**src/rtl/counter_pkg.sv**
```systemverilog
// +------------------------------------------------------------------+
// | counter_pkg: operation encoding shared by the counter datapath   |
// | Revision: 1.0                                                    |
// +------------------------------------------------------------------+
`default_nettype none

package counter_pkg;

  typedef enum logic [1:0] {
    OP_HOLD  = 2'd0,
    OP_LOAD  = 2'd1,
    OP_COUNT = 2'd2
  } cnt_op_e;

  // Enable dominates; load and count are mutually exclusive once enabled.
  function automatic cnt_op_e decode_op(input logic en, input logic load);
    if (!en) begin
      return OP_HOLD;
    end
    return load ? OP_LOAD : OP_COUNT;
  endfunction

endpackage

`default_nettype wire

```
**src/rtl/counter.sv**
```systemverilog
// +------------------------------------------------------------------+
// | counter: up-counter with parallel load, fixed modular stride     |
// | Revision: 1.0                                                    |
// +------------------------------------------------------------------+
`default_nettype none

module counter #(
  parameter int          WIDTH = 32,
  parameter int unsigned STEP  = 1
) (
  input  logic             i_clk,
  input  logic             i_rst_n,
  input  logic             i_en,
  input  logic             i_load,
  input  logic [WIDTH-1:0] i_addr,
  output logic [WIDTH-1:0] o_addr
);

  import counter_pkg::*;

  // STEP is truncated to WIDTH bits, so the add wraps modulo 2^WIDTH.
  localparam logic [WIDTH-1:0] c_step = WIDTH'(STEP);

  generate
    if (WIDTH < 1) begin : g_bad_width
      $error("counter: WIDTH must be at least 1");
    end
  endgenerate

  logic [WIDTH-1:0] r_addr;
  logic [WIDTH-1:0] w_addr_next;
  cnt_op_e          w_op;

  always_comb begin
    w_op        = decode_op(i_en, i_load);
    w_addr_next = r_addr;
    case (w_op)
      OP_LOAD:  w_addr_next = i_addr;
      OP_COUNT: w_addr_next = r_addr + c_step;
      default:  w_addr_next = r_addr;
    endcase
  end

  always_ff @(posedge i_clk or negedge i_rst_n) begin
    if (!i_rst_n) begin
      r_addr <= '0;
    end else begin
      r_addr <= w_addr_next;
    end
  end

  assign o_addr = r_addr;

`ifndef SYNTHESIS
  a_ctrl_known : assert property (@(posedge i_clk) disable iff (!i_rst_n)
    !$isunknown({i_en, i_load}))
    else $error("counter: X on i_en/i_load out of reset");
`endif

endmodule

`default_nettype wire

```
**config.mk**
```make
export PLATFORM = sky130hd
export DESIGN_NAME = counter
export DESIGN_NICKNAME = d
export VERILOG_FILES = /design/src/rtl/counter_pkg.sv /design/src/rtl/counter.sv
export SDC_FILE = /design/constraint.sdc
export NUM_CORES = 1
export LEC_CHECK = 0
export ABC_AREA = 1
export CAP_MARGIN = 20
export CORE_AREA = 2 2 74 76
export CTS_CLUSTER_SIZE = 40
export DETAILED_ROUTE_END_ITERATION = 10
export DIE_AREA = 0 0 76 78
export PLACE_DENSITY = 0.88
export SYNTH_ARGS = -nofsm -noshare
export SYNTH_HDL_FRONTEND = slang
export SYNTH_SLANG_ARGS = --single-unit
export TNS_END_PERCENT = 50
```
**constraint.sdc**
```tcl
create_clock -name i_clk -period 2.3 [get_ports i_clk]
set_clock_uncertainty 0.2 [all_clocks]
set_input_delay 0.345 -clock i_clk [delete_from_list [all_inputs] [get_ports i_clk]]
set_output_delay 0.345 -clock i_clk [all_outputs]
set_load 0.05 [all_outputs]
```
==> Word-level counts from Yosys, hierarchy flattened <==
Cells that the tools add are included.
{ "op_classes": {"reduce_logical": 1, "eq_ne": 2, "mux": 3, "add_sub_neg": 1} }
{ "op_table": {"columns": ["cell", "count"], "rows": [
  ["$pmux W32 S2", 1],
  ["$add A32 B1 Y32 const B", 1],
  ["$mux W2", 2],
  ["$eq A2 B1 Y1 const B", 1],
  ["$eq A2 B2 Y1 const B", 1],
  ["$reduce_bool A2 Y1", 1]
]} }
{ "totals": {"inputBits": 36, "out_inout_bits": 32, "ff_bits": 32} }

==> Longest topological paths before layout <==
Gate-level depths: netlist (run 1).
{ "logic_depth": {"ltp_word": 4, "ltp_mapped": 10} }

==> Worst setup path before layout (run 1) <==
Ideal clock, no wire load.
{ "synth_path": {"kind": "register to register", "start": "register r_addr[1], in the netlist o_addr[1]", "end": "register r_addr[20], in the netlist o_addr[20]", "period_less_slack_ps": 2007, "arrival_time_ps": 1689, "required_ps": 1982, "path_buffers": 0, "stages_incl_launch_ff": 11, "slack_ps": 293, "setup_time_ps": 118, "path_cell_list": "dfrtp_1 ha_1 nand2_2 nor2_4 nand2_4 nor2_4 nand2_1 nand2_1 nand3_1 nand2_1 nand2_1"} }
{ "synth_via": {"elab_chain_cells": 2} }
{ "synth_rtl": {"columns": ["element", "line_no", "rtl"], "rows": [
  ["from (decl)", "counter.sv:30", "logic [WIDTH-1:0] r_addr;"],
  ["from (signal assigned)", "counter.sv:48", "r_addr <= w_addr_next;"],
  ["$add A32 B1 Y32", "counter.sv:39", "OP_COUNT: w_addr_next = r_addr + c_step;"],
  ["$pmux W32 S2", "counter.sv:37", "case (w_op)"]
]} }
No other way between the ends.
A chain may end at the register's enable or synchronous reset.

==> Final worst setup path (run 1) <==
{ "layout_path": {"start": "register r_addr[2], in the netlist o_addr[2]", "end": "output o_addr[2]"} }
{ "layout_lines": {"columns": ["element", "line_no", "rtl"], "rows": [
  ["to (decl)", "counter.sv:16", "output logic [WIDTH-1:0] o_addr"]
]} }
No word-level cell between the ends.

==> results of run 1 <==
## worst min path at each step
stage | slack [ns] | startpoint | cells past startpoint | end
floorplan | -0.15 | i_rst_n | 0 | o_addr[0]
global placement | 0.32 | o_addr[31] | 2 | o_addr[31]
detailed placement | 0.32 | o_addr[3] | 1 | o_addr[3]
CTS | 0.28 | i_rst_n | 2 | o_addr[28]
global route | 0.34 | i_rst_n | 2 | o_addr[0]
finish | 0.26 | i_rst_n | 2 | o_addr[0]
## cell type report
class,count,area share
Sequential cell,32,0.2438
Clock buffer,8,0.02743
Multi-Input combinational cell,315,0.4377
Inverter,36,0.04114
Tap cell,70,0.02667
Timing Repair Buffer,72,0.2232
## logic make-up (layout without fill, tap and decap cells)
group / count (synthesis) / in the layout / synth area share
simple gates: 278 / 278 / 0.5073
buf+inv: 45 / 116 / 0.07210
fa+ha+maj: 1 / 1 / 0.005186
compound gates: 36 / 36 / 0.08350
flops: 32 / 32 / 0.3320
## power by group through the flow
stage	Combinational (uW)	Clock, uW	Sequential, uW
after floorplan	245	0	997
after detailed placement	796	0	758
after global placement	779	0	758
after CTS	800	456	749
final	798	456	752
after global routing	856	482	767
## layout by cell type (no fill, tap or decap)
cell	netlist	routed
a21oi_1	8	8
ha_1	1	1
clkinv_1	1	1
nand2_4	2	2
clkdlybuf4s50_1	0	67
dfrtp_1	32	32
or3_1	1	1
nor3_2	1	1
clkbuf_8	0	6
o21ai_1	2	2
nand3b_1	5	5
nand3_1	35	35
buf_4	0	3
nand2_1	178	178
a211oi_1	1	1
inv_1	32	32
nor2_8	1	1
buf_12	0	2
o21ai_0	17	17
a22oi_1	2	2
nor2_1	37	37
nand2_2	4	4
o221ai_1	1	1
nor3_1	2	2
o211ai_1	3	3
a31oi_1	2	2
nor2_2	5	5
clkbuf_1	5	2
nor2_4	7	7
inv_2	3	3
## per-layer routing
layer	track usage	part of all wire	up-vias
met3	0.03140	0.070	15
met5	0	0	-
met2	0.4027	0.47	130
li1	-	-	1375
met1	0.3348	0.44	1271
met4	0.1018	0.022	0
## through the flow
| step | setup slack [ns] | std cells | area, um^2 |
|---|---|---|---|
| final | 0.1613 | 533 | 3284 |
| after global routing | 0.1121 | 533 | 3284 |
| after CTS | 0.1681 | 533 | 3284 |
| after detailed placement | 0.1465 | 525 | 3194 |
| after global placement | 0.1891 | 525 | 3194 |
| after floorplan | 0.2931 | 392 | 2412 |
==> results.md, run 1 <==
* Status: complete, no violations
* Slew HR at 0.6294
* Worst slew pin tran at 0.5552 ns
* Vias in the first global route at 2591
* Final slew viol count at 0
* Synth cell types at 27
* Max Cap Violations at 0
* Net Count, Synth at 429
* Slowest cell on crit path: clkdlybuf4s50_1
* First-pass GRT wire length at 11920 um
* CTS hold repair buffers at 0
* Initial Util at 0.4784
* Tot GR Track Use at 0.2473
* Worst-skew pair later-pin latency at 0.28 ns
* Crit path max-delay family: buffers and inverters
* Critical path type: reg2out
* Psw at 842.1 uW
* Initial antenna violation count at 0
* Bufs on Longest Clock Path at 2
* Final core utilization at 0.6514
* Max Clk Rate at 467.6 MHz
* Power after layout at 2007 uW
* Synth Instances at 392
* FF+latch area at 800.8 um^2
* CTS HTree Levels at 2
* Clk pwr share at 0.227
* # resized after CTS at 0
* # diodes at 0
* Root Driver: clkbuf_8
* Hold Violations, Final at 0
* Cell with the most instances after synthesis: nand2_1
* Area grow syn2layout at 36.15%
* Row cnt at 26
* Detailed placement HPWL at 5148 um
* Largest net degree at the start of global routing at 33
* Power density over cell area at 611.0 mW/mm^2
* Vias at 2791
* WL per Instance at 13.16 um
* RR Endpoint: o_addr[20]
* Sequential share of the synthesized area at 0.3320
* Final nets at 499
* Clk slew on worst S/H paths at 0.06 ns
* R2r worst-path depth at 10
* Width of the die at 76 um
* Async SR Flop Fraction at 1.000
* CP peak stage delay at 0.84 ns
* Layout cell share with drive strength beyond 1 at 0.07343
* Port bufs at 67
* Multi-input gate area at 0.001438 mm^2
* Final setup viols at 0
* Number of buffers created by CTS at 5
* Max FO, Critical Path at 7
* Core footprint at 0.005042 mm^2
* R2r startpoint: o_addr[0]
* Worst EP arrival at 1.59 ns
* Worst setup path endpoint: o_addr[2]
* Synth cell count leaders: nand2_1 (178), nor2_1 (37), nand3_1 (35)
* Critical path depth in cells at 1
* Die ar. at 0.005928 mm^2
* CP Launch Point: o_addr[2]
* Synth area leaders: dfrtp_1 (33%), nand2_1 (28%), nand3_1 (7.3%)
* Min Hold Slack at 0.2612 ns
* Gpl congestion at 0.9083
* Mapped Area at 0.002412 mm^2
* Sw frac at 0.4197
* Final wirelength at 7013 um
* First-pass iteration count of the detailed router at 5
* Unrepaired setup endpoints after global routing: false
* CP Capture Type: output pin
* Syn avg cell area at 6.154 um^2
* Worst R2R Setup Slack at 0.41 ns
* Hold Crit Class: in2async
* Yosys top cell area share at 0.3320
* Tmin final at 2.139 ns
* Gate power share at 0.398
* Vias per inst at 5.236
* Reg power frac at 0.375
* Max IR drop VDD at 0.0003270 V
* Max reg flops at 32
* Setup Buffers After CTS at 0
* Number of buffers and inverters on the critical path at 1
* ANT nets after route at 0
* Post-synth EDFFs at 0
* Worst path required time at 1.75 ns
* Worst-path cell chain: clkdlybuf4s50_1
* Starting DRT DRC Count at 286
* Register bit total from synthesis at 32
* Cell-internal power at 1164 uW
* Die height at 78 um
* Synthesis Warnings at 0
* Fin crit share at 0.9299
* Grt ovf at 0
* Synth area leader: dfrtp_1
* Setup tns final at 0 ns
* Clock sinks at 32
* Main synth FF type: dfrtp_1
* Filler cell count in the final layout at 423
* Critical Path Source Type: register
* DRC Markers at 0
* Lkg Pwr at 0.001586 uW
* I/O pins at 68
* CTS tree: yes
No activity file was read; power rests on OpenSTA's default activity.
==> run 2, diff against run 1 <==
Clock period 2.3 ns to 2.4 ns, I/O delays scaled along.
==> results.md, run 2 (synthesis results as in run 1) <==
* Status: complete, no violations
* Row cnt at 26 (unchanged)
* Power density over cell area at 592.0 mW/mm^2 (-3.1%)
* Tmin final at 2.186 ns
* CP Capture Type: output pin
* # resized after CTS at 0 (unchanged)
* Grt ovf at 0 (unchanged)
* First-pass iteration count of the detailed router at 5 (unchanged)
* Bufs on Longest Clock Path at 2 (unchanged)
* Core footprint at 0.005042 mm^2 (unchanged)
* Clock sinks at 32 (unchanged)
* Tot GR Track Use at 0.2415 (-0.005803)
* Worst path required time at 1.84 ns (+0.09 ns)
* Worst-skew pair later-pin latency at 0.29 ns (about the same)
* Gpl congestion at 0.9334 (+2.8%)
* Final setup viols at 0 (unchanged)
* WL per Instance at 13.11 um (-0.37%)
* Clk slew on worst S/H paths at 0.07 ns (about the same)
* Largest net degree at the start of global routing at 33 (unchanged)
* Number of buffers and inverters on the critical path at 1 (unchanged)
* Highest-count cells in the layout ignoring fill and taps: nand2_1 (178), clkdlybuf4s50_1 (67), nor2_1 (37)
* Unrepaired setup endpoints after global routing: false
* Sw frac at 0.4160 (-0.003723)
* Finished Layout Cells at 534 (+0.19%)
* CTS HTree Levels at 2 (unchanged)
* Vias at 2771 (-0.72%)
* Hold Violations, Final at 0 (unchanged)
* Critical path type: reg2out
* Layout cell share with drive strength beyond 1 at 0.07974 (+0.006307)
* Max FO, Critical Path at 7 (unchanged)
* Worst slew pin tran at 0.5686 ns (+0.01335 ns)
* Placed cells at 527 (+0.38%)
* Detailed placement HPWL at 5199 um (+1.0%)
* Gate power share at 0.389 (-0.009)
* Worst Setup Slack, final at 0.2144 ns (+0.05314 ns)
* Worst EP arrival at 1.63 ns (+0.04 ns)
* Number of buffers created by CTS at 5 (unchanged)
* Max Cap Violations at 0 (unchanged)
* Worst R2R Setup Slack at 0.52 ns (+0.11 ns)
* Initial antenna violation count at 0 (unchanged)
* Vias in the first global route at 2523 (-2.6%)
* Slowest cell on crit path: clkdlybuf4s50_1
* Clk pwr share at 0.238 (+0.011)
* Critical Path Source Type: register
* DRC Markers at 0 (unchanged)
* Cell Area, Placed at 0.003184 mm^2 (-0.31%)
* Cell-internal power at 1134 uW (-2.6%)
* Setup tns final at 0 ns (unchanged)
* Vias per inst at 5.189 (-0.90%)
* Hold Crit Class: in2async
* Width of the die at 76 um (unchanged)
* CTS hold repair buffers at 0 (unchanged)
* Most common cell after layout, fill and taps aside: nand2_1
* Final nets at 501 (+0.40%)
* ANT nets after route at 0 (unchanged)
* Die height at 78 um (unchanged)
* Fin crit share at 0.9107
* I/O pins at 68 (unchanged)
* Min Hold Slack at 0.2637 ns (+0.002499 ns)
* Max IR drop VDD at 0.0003922 V (+20%)
* First-pass GRT wire length at 11550 um (-3.1%)
* Psw at 807.9 uW (-4.1%)
* Final slew viol count at 0 (unchanged)
* Lkg Pwr at 0.001590 uW (+0.25%)
* Setup Buffers After CTS at 0 (unchanged)
* Post-Place Setup Slack at 0.2528 ns (+0.1062 ns)
* Area grow syn2layout at 36.00%
* Worst-path cell chain: clkdlybuf4s50_1
* Max Clk Rate at 457.5 MHz
* CTS tree: yes
* Cell area after layout at 0.003281 mm^2 (-0.11%)
* Filler cell count in the final layout at 449 (+6.1%)
* Crit path max-delay family: buffers and inverters
* Initial Util at 0.4784 (unchanged)
* Max reg flops at 32 (unchanged)
* Starting DRT DRC Count at 252 (-12%)
* # diodes at 0 (unchanged)
* Port bufs at 67 (unchanged)
* CP peak stage delay at 0.85 ns (about the same)
* Reg power frac at 0.373 (-0.002)
* Die ar. at 0.005928 mm^2 (unchanged)
* Final wirelength at 7000 um (-0.19%)
* Slew HR at 0.6205 (-0.008907)
* Root Driver: clkbuf_8
## run 2: worst paths after layout
| path | depth (start not counted) | startpoint | endpoint |
|---|---|---|---|
| max | 1 | o_addr[2] | o_addr[2] |
| min | 2 | i_rst_n | o_addr[0] |
| max reg2reg | 10 | o_addr[1] | o_addr[20] |
| min reg2reg | 2 | o_addr[31] | o_addr[31] |
| max in group asynchronous | 2 | i_rst_n | o_addr[14] |
| min in group i_clk | 2 | o_addr[31] | o_addr[31] |
## run 2: metrics by stage
stage | power (uW) | util
after floorplan | 1190 | -
after global placement | 1470 | 0.6315
after detailed placement | 1483 | 0.6315
after CTS | 1941 | 0.6506
after global routing | 2036 | 0.6506
final | 1942 | 0.6506
## run 2: area by class of cell
cell class | count | area [um^2] | area share
multi-input cells | 315 | 1438 | 0.4382
inverters | 36 | 135.1 | 0.04119
repair buffers | 74 | 723.2 | 0.2204
flip-flops and latches | 32 | 800.8 | 0.2441
clock buffers | 7 | 96.34 | 0.02937
well taps | 70 | 87.58 | 0.02670
## run 2: layer usage
metal / vias up / part of all wire / GRT usage
li1: 1378 / - / -
met5: - / 0 / 0
met3: 12 / 0.075 / 0.05581
met1: 1264 / 0.44 / 0.3138
met2: 117 / 0.47 / 0.3955
met4: 0 / 0.016 / 0.08727
## run 2: power groups by stage
stage                     clock network (uW)  logic (uW)  registers (uW)
after detailed placement                   0         754             730
after CTS                                463         757             722
final                                    462         756             724
after floorplan                            0         235             956
after global routing                     489         810             737
after global placement                     0         743             727
==> run 3, diff against run 2 <==
Settings changed: GPL_TIMING_DRIVEN set to 0.
==> results.md, run 3 (synthesis results as in run 1) <==
* Vias in the first global route at 2588 (+2.6%)
* Final core utilization at 0.6489 (-0.001737)
* Power density over cell area at 592.2 mW/mm^2 (about the same)
* R2r startpoint: o_addr[0]
* Final wirelength at 7014 um (+0.20%)
* Layout cell share with drive strength beyond 1 at 0.07495 (-0.004795)
* Area grow syn2layout at 35.63%
* Tmin final at 2.152 ns (-0.03398 ns)
* Crit path max-delay family: buffers and inverters
* Clk slew on worst S/H paths at 0.07 ns (about the same)
* Most common cell after layout, fill and taps aside: nand2_1
* Row cnt at 26 (unchanged)
* Max reg flops at 32 (unchanged)
* Vias per inst at 5.063 (-2.4%)
* Post-Place Setup Slack at 0.1946 ns (-0.05819 ns)
* Worst Setup Slack, final at 0.2484 ns (+0.03398 ns)
* CTS HTree Levels at 2 (unchanged)
* Die ar. at 0.005928 mm^2 (unchanged)
* Worst-skew pair later-pin latency at 0.29 ns (about the same)
* Starting DRT DRC Count at 189 (-25%)
* I/O pins at 68 (unchanged)
* Bufs on Longest Clock Path at 2 (unchanged)
* Max Clk Rate at 464.8 MHz (+1.6%)
* Lkg Pwr at 0.001582 uW (-0.50%)
* CP Capture Type: output pin
* Setup tns final at 0 ns (unchanged)
* Critical Path Source Type: register
* Final setup viols at 0 (unchanged)
* Unrepaired setup endpoints after global routing: false
* Hold Crit Class: reg2reg
* Tot GR Track Use at 0.2486 (+0.007054)
* Number of buffers created by CTS at 5 (unchanged)
* Max Cap Violations at 0 (unchanged)
* Worst path required time at 1.84 ns (about the same)
* Max IR drop VDD at 0.0003238 V (-17%)
* Port bufs at 67 (unchanged)
* Worst setup path endpoint: o_addr[2]
* Width of the die at 76 um (unchanged)
* Critical path depth in cells at 1 (unchanged)
* Final nets at 504 (+0.60%)
* Final slew viol count at 0 (unchanged)
* Setup Buffers After CTS at 0 (unchanged)
* Highest-count cells in the layout ignoring fill and taps: nand2_1 (178), clkdlybuf4s50_1 (66), nor2_1 (37)
* Slew HR at 0.5110 (-0.1095)
* WL per Instance at 13.06 um (-0.36%)
* Cell Area, Placed at 0.003166 mm^2 (-0.59%)
* R2r worst-path depth at 10 (unchanged)
* Number of buffers and inverters on the critical path at 1 (unchanged)
* Initial Util at 0.4784 (unchanged)
* Detailed placement HPWL at 5258 um (+1.1%)
* Worst R2R Setup Slack at 0.58 ns (+0.06 ns)
* Cell area after layout at 0.003272 mm^2 (-0.27%)
* Min Hold Slack at 0.3624 ns (+0.09863 ns)
* Vias at 2719 (-1.9%)
* Status: complete, no violations
* Largest net degree at the start of global routing at 33 (unchanged)
* Grt ovf at 0 (unchanged)
* Max FO, Critical Path at 7 (unchanged)
* # resized after CTS at 0 (unchanged)
* First-pass GRT wire length at 11870 um (+2.8%)
* Fin crit share at 0.8965 (-0.01416)
* Slowest cell on crit path: clkdlybuf4s50_1
* Hold Violations, Final at 0 (unchanged)
* Worst-path cell chain: clkdlybuf4s50_1
* Core footprint at 0.005042 mm^2 (unchanged)
* Critical path type: reg2out
* CP peak stage delay at 0.84 ns (about the same)
* Die height at 78 um (unchanged)
* RR Endpoint: o_addr[30]
* DRC Markers at 0 (unchanged)
* # diodes at 0 (unchanged)
* Gpl congestion at 0.9788 (+4.9%)
* Root Driver: clkbuf_8
* Initial antenna violation count at 0 (unchanged)
* First-pass iteration count of the detailed router at 5 (unchanged)
* ANT nets after route at 0 (unchanged)
* Worst slew pin tran at 0.7335 ns (+0.1649 ns)
* Clock sinks at 32 (unchanged)
* Filler cell count in the final layout at 469 (+4.5%)
* CP Launch Point: o_addr[2]
* Worst EP arrival at 1.59 ns (-0.04 ns)
* CTS hold repair buffers at 1 (+1)
* CTS tree: yes
-- run 3: changes by cell type in the layout (fill, tap and decap cells not counted) --
| cell | delta |
|---|---|
| buf_2 | +5 |
| clkbuf_1 | +5 |
| clkdlybuf4s50_1 | -1 |
| dlygate4sd3_1 | +1 |
| buf_4 | -7 |
-- run 3: worst min path at each step --
| stage | end | slack (ns) | cells past startpoint | startpoint |
|---|---|---|---|---|
| after floorplan | o_addr[0] | -0.14 | 0 | i_rst_n |
| after global placement | o_addr[31] | 0.32 | 2 | o_addr[31] |
| after detailed placement | o_addr[1] | 0.26 | 1 | i_rst_n |
| after CTS | o_addr[31] | 0.36 | 2 | o_addr[31] |
| after global routing | o_addr[3] | 0.40 | 1 | o_addr[3] |
| final | o_addr[31] | 0.36 | 2 | o_addr[31] |
-- run 3: report_power, final --
group / switching, uW / internal, uW
clock network: 206 / 256
logic: 490 / 265
registers: 111 / 610
-- run 3: through the flow --
stage | instances | total power, uW
after floorplan | 392 | 1190
after CTS | 537 | 1935
final | 537 | 1938
after global routing | 537 | 2025
after detailed placement | 529 | 1479
after global placement | 529 | 1465
-- run 3: layout make-up --
| class | instances | area [um^2] | area share |
|---|---|---|---|
| Buffer | 9 | 38.79 | 0.01185 |
| Clock buffer | 7 | 96.34 | 0.02945 |
| Inverter | 36 | 135.1 | 0.04130 |
| Multi-Input combinational cell | 315 | 1438 | 0.4394 |
| Sequential cell | 32 | 800.8 | 0.2447 |
| Tap cell | 70 | 87.58 | 0.02677 |
| Timing Repair Buffer | 68 | 675.6 | 0.2065 |
-- run 3: worst register-to-register path: stages (launching register included) --
cell     delay (ns)
dfrtp_1        0.44
ha_1           0.22
nand2_2        0.09
nor2_4         0.15
nand2_2        0.10
nor2_4         0.20
nand2_1        0.07
nand2_1        0.05
nand3_1        0.07
nand2_1        0.07
nand2_1        0.04
-- run 3: per-layer routing --
layer | vias to the layer above | routed length, um | GRT usage
met3 | 19 | 468 | 0.04651
met4 | 0 | 164 | 0.09091
met5 | - | 0 | 0
met1 | 1218 | 3162 | 0.3319
met2 | 101 | 3218 | 0.4045
li1 | 1381 | - | -
